File: config.mk
export PLATFORM = sky130hd
export DESIGN_NAME = ex_mem_stage
export DESIGN_NICKNAME = d
export VERILOG_FILES = /design/src/rtl/ex_mem_stage.sv
export SDC_FILE = /design/constraint.sdc
export NUM_CORES = 1
export LEC_CHECK = 0
export ABC_CLOCK_PERIOD_IN_PS = 1900
export BUFFER_PORTS_ARGS = -buffer_cell sky130_fd_sc_hd__buf_4
export CORE_AREA = 2 2 112 114
export DETAILED_ROUTE_END_ITERATION = 10
export DIE_AREA = 0 0 114 116
export PLACE_DENSITY = 0.78
export SLEW_MARGIN = 20
export SYNTH_ARGS = -nofsm -noshare
export SYNTH_HDL_FRONTEND = slang
export SYNTH_SLANG_ARGS = --single-unit
File: constraint.sdc
create_clock -name clk -period 1.9 [get_ports clk]
set_input_delay 0.38 -clock clk [delete_from_list [all_inputs] [get_ports clk]]
set_output_delay 0.38 -clock clk [all_outputs]
set_load 0.005 [all_outputs]
File: src/rtl/ex_mem_stage.sv
// EX/MEM pipeline register: registers ALU result and controls, builds store lanes/byte enables,
// flags misaligned accesses and counts retired instructions. Optional trap build: EX_MEM_MISALIGN_TRAP_EN.
module ex_mem_stage #(
    parameter int DATA_WIDTH = 32,
    parameter int REG_ADDR   = 5
) (
    input  logic                  clk,
    input  logic                  reset,
    input  logic                  in_valid,
    input  logic                  stall,
    input  logic                  flush,
    input  logic [DATA_WIDTH-1:0] alu_result,
    input  logic [DATA_WIDTH-1:0] rs2_data,
    input  logic [REG_ADDR-1:0]   rd,
    input  logic                  reg_write,
    input  logic                  mem_read,
    input  logic                  mem_write,
    input  logic                  mem_to_reg,
    input  logic [2:0]            funct3,
    output logic                  out_valid,
    output logic [DATA_WIDTH-1:0] out_alu_result,
    output logic [REG_ADDR-1:0]   out_rd,
    output logic                  out_reg_write,
    output logic                  out_mem_read,
    output logic                  out_mem_write,
    output logic                  out_mem_to_reg,
    output logic [2:0]            out_funct3,
    output logic [DATA_WIDTH-1:0] out_wdata,
    output logic [3:0]            out_byte_en,
    output logic                  out_misaligned,
    output logic [31:0]           retired_cnt
);

    // Byte enables for an access of the given size at byte offset a (size 11 handled as word).
    function automatic logic [3:0] lane_be(input logic [1:0] size, input logic [1:0] a);
        logic [3:0] be;
        case (size)
            2'b00:   be = 4'b0001 << a;
            2'b01:   be = 4'b0011 << {a[1], 1'b0};
            2'b10:   be = 4'b1111;
            default: be = 4'b1111;
        endcase
        return be;
    endfunction

    function automatic logic [DATA_WIDTH-1:0] lane_wdata(input logic [1:0] size,
                                                         input logic [DATA_WIDTH-1:0] d);
        logic [DATA_WIDTH-1:0] w;
        case (size)
            2'b00:   w = {4{d[7:0]}};
            2'b01:   w = {2{d[15:0]}};
            2'b10:   w = d;
            default: w = d;
        endcase
        return w;
    endfunction

    function automatic logic is_misaligned(input logic [1:0] size, input logic [1:0] a);
        logic m;
        case (size)
            2'b00:   m = 1'b0;
            2'b01:   m = a[0];
            2'b10:   m = (a != 2'b00);
            default: m = 1'b1;
        endcase
        return m;
    endfunction

    logic                  mem_acc_s;
    logic [3:0]            be_s;
    logic [DATA_WIDTH-1:0] wdata_s;
    logic                  mis_s;
    logic                  squash_s;
    logic                  bubble_s;
    logic [31:0]           cnt_r;

    // Lane generation and misalignment detection for the instruction currently in EX.
    always_comb begin
        mem_acc_s = mem_read | mem_write;
        wdata_s   = lane_wdata(funct3[1:0], rs2_data);
        if (mem_acc_s) begin
            be_s = lane_be(funct3[1:0], alu_result[1:0]);
        end else begin
            be_s = 4'b0000;
        end
`ifdef EX_MEM_MISALIGN_TRAP_EN
        mis_s    = mem_acc_s & is_misaligned(funct3[1:0], alu_result[1:0]);
        squash_s = mis_s;
`else
        mis_s    = 1'b0;
        squash_s = 1'b0;
`endif
        bubble_s = flush | (~stall & ~in_valid);
    end

    // Pipeline register: reset, then flush/bubble, then stall (hold), then load.
    always_ff @(posedge clk) begin
        if (!reset) begin
            out_valid      <= 1'b0;
            out_alu_result <= '0;
            out_rd         <= '0;
            out_reg_write  <= 1'b0;
            out_mem_read   <= 1'b0;
            out_mem_write  <= 1'b0;
            out_mem_to_reg <= 1'b0;
            out_funct3     <= 3'b000;
            out_wdata      <= '0;
            out_byte_en    <= 4'b0000;
            out_misaligned <= 1'b0;
            cnt_r          <= 32'h0000_0000;
        end else if (bubble_s) begin
            out_valid      <= 1'b0;
            out_alu_result <= '0;
            out_rd         <= '0;
            out_reg_write  <= 1'b0;
            out_mem_read   <= 1'b0;
            out_mem_write  <= 1'b0;
            out_mem_to_reg <= 1'b0;
            out_funct3     <= 3'b000;
            out_wdata      <= '0;
            out_byte_en    <= 4'b0000;
            out_misaligned <= 1'b0;
        end else if (!stall) begin
            out_valid      <= in_valid;
            out_alu_result <= alu_result;
            out_rd         <= rd;
            out_reg_write  <= reg_write & ~squash_s;
            out_mem_read   <= mem_read & ~squash_s;
            out_mem_write  <= mem_write & ~squash_s;
            out_mem_to_reg <= mem_to_reg;
            out_funct3     <= funct3;
            out_wdata      <= wdata_s;
            out_byte_en    <= squash_s ? 4'b0000 : be_s;
            out_misaligned <= mis_s;
            cnt_r          <= cnt_r + 32'h0000_0001;
        end
    end

    assign retired_cnt = cnt_r;

endmodule

==> metrics.yaml <==
die:
  start_util: 0.3980
  die_w_um: 114
  io_pins: 195
  die-area_um2: 13220
  core.rowCount: 40
  die_h_um: 116
  core_region_area_um2: 11910
run_status:
  status: "finished clean"
sta:
  worst_pin_slew_ps: 726.0
  fmax_ghz: 0.5420
  finalHoldViolations: 0
  final.setup.tns_ps: 0
  drv_slew: 0
  setup_viol: 0
  period_needed_ps: 1845
  slew_headroom: 0.5160
  setup_ws_ps: 54.84
  timing.final.crit_share: 0.9711
  fin_skew_ps: 5.141
detailed_routing:
  wire_per_inst_um: 15.62
  drtAntennaViolNets: 0
  drtIter0Drc: 368
  drtPass1Iterations: 4
  wl_um: 13920
  via_count: 4639
  vias_per_cell: 5.207
  drcViolationCount: 0
placed_design:
  io_buffers: 193
  place_ws_ps: -229.6
  dp_hpwl_um: 9994
  dp.cells: 859
  place_congestion: 0.8761
yosys:
  synth_seq_area_share: 0.4772
  async_flop_share: 0
  synthFlopType: "dfxtp_1"
  synth_area_leaders: "dfxtp_1 48%, mux2i_1 16%, nor2_1 7.2%"
  synth.most_common_cell: "dfxtp_1"
  syn-instance-count: 527
  synth_top_area_frac: 0.4772
  synth-edff-count: 0
  avgSynthCellArea_um2: 8.996
  ys_seq_elements: 113
  synthesis.nets: 609
  yosys.area.top_type: "dfxtp_1"
  ys_warn_count: 0
  synth_common_cells: "113 x dfxtp_1, 91 x nor2_1, 76 x mux2i_1, 40 x a21oi_1, 38 x nand2_1"
  synth_area_um2: 4741
  yosys.cell_types.count: 35
clocking:
  cts_tree: "yes"
  cts_num_sinks: 113
  cts_max_path_buffers: 2
  clkTransAtPathRegs_ps: 50
  cts_buffers: 17
  cts_root_buffer: "clkbuf_16"
  htree_num_levels: 4
  insertion_delay_ps: 410
  ctsHoldBuffers: 0
final_layout:
  drive_above_1_share: 0.3575
  insertedDiodeCount: 0
  fin_cells: 891
  synthToLayoutAreaGrowth_pct: 50.20
  layout.nets: 813
critical_path:
  cp_slowest_cell: "or4_1"
  crit_chain: "ha_1 > nor4bb_2 > buf_4 > nand4_1 > buf_4 > or4_1 > a21oi_1"
  cp.required_ps: 2240
  worst_path_largest_cell_delay_ps: 510
  arrival_ps: 2190
  end_kind: "register"
  start_kind: "register"
  critical_path_class: "register to register"
  critPathMaxFanout: 9
  timing.critical_path.mode_cell: "buf_4"
power_and_ir_drop:
  power.leakage_nw: 3.235
  peakVddDrop_uv: 663.0
  p_per_area_nw_per_um2: 896.1
grt:
  grt_pass1_vias: 4569
  grt_max_degree: 82
  grt_pass1_wl_um: 22000
  globalRouteOverflowTotal: 0
  antenna_found_initial: 0
  gr-usage-all-layers: 0.2116
flow_run:
  drv_cap: 0
worst_hold_path:
  hp-class: "input port to register"
==> worst paths after layout <==
kind,end,cells after the start,slack [ps],start
max reg2reg,retired_cnt[24]$_SDFFE_PN0P_,7,50,retired_cnt[0]$_SDFFE_PN0P_
max,retired_cnt[24]$_SDFFE_PN0P_,7,50,retired_cnt[0]$_SDFFE_PN0P_
min reg2reg,out_valid$_SDFFE_PP0N_,2,460,out_valid$_SDFFE_PP0N_
min,out_alu_result[14]$_SDFFE_PP0N_,3,200,alu_result[14]
==> area by class of cell <==
class                           instances  area, µm²
Clock buffer                           19      452.9
Clock inverter                         13      185.2
Fill cell                            1008       4791
Inverter                                5      18.77
Multi-Input combinational cell        370       2317
Sequential cell                       113       2265
Tap cell                              147      183.9
Timing Repair Buffer                  224       1698
==> report_power, final <==
group	switching [mW]	internal [mW]
Clock	1.13	2.26
Combinational	0.250	0.288
Sequential	0.0280	2.42
==> per-stage QoR <==
step	cell area (µm²)	hold WS, ps	power [mW]	util
6_report	7121	195.5	6.380	0.5978
5_1_grt	7121	195.2	6.607	0.5978
4_1_cts	7101	184.7	6.432	0.5961
3_5_place_dp	6462	444.6	3.033	0.5425
3_3_place_gp	6462	440.7	3.016	0.5425
2_1_floorplan	4750	446.6	2.753	-
==> layer usage <==
metal	global-route usage	vias to the layer above	wire, µm
met5	0	-	0
met4	0.09024	0	353
met3	0.09257	25	1414
met2	0.3619	199	6884
met1	0.2296	2161	5268
li1	-	2254	-
==> cell families (layout without fill, tap and decap cells) <==
group	after synthesis	in the layout	share of synthesized area
other	1	1	0.0007910
buffers and inverters	44	261	0.03774
XOR/XNOR	9	9	0.01663
flip-flops	113	113	0.4772
adder cells (fa/ha/maj)	1	1	0.002639
AO/OA/AOI/OAI	94	94	0.1174
AND/OR/NAND/NOR	189	189	0.1871
multiplexers	76	76	0.1605
==> critical path: cells and delay by family (launching register included) <==
kind / cells / cell delay (ps)
AOI/OAI and AO/OA: 1 / 150
adders and majority gates: 1 / 150
buffers and inverters: 2 / 340
DFF: 1 / 320
and+or+nand+nor: 3 / 810
==> placed cells by master (no fill, tap or decap), drive strengths merged, types with 10 or more instances in the layout <==
cell	netlist	routed
nand3	10	10
nand4	10	10
nand2	38	38
buf	4	224
dfxtp	113	113
o31ai	16	16
clkbuf	35	19
nor2	91	91
mux2i	76	76
a21oi	40	40
or4	15	15
o21ai	21	21
==> timing repair <==
item | 4_1_cts | 5_1_grt
buffers inserted | 0 | 0
gates resized for setup | 0 | 5
setup endpoints to repair | 0 | 6
No activity file was read; power rests on OpenSTA's default activity.
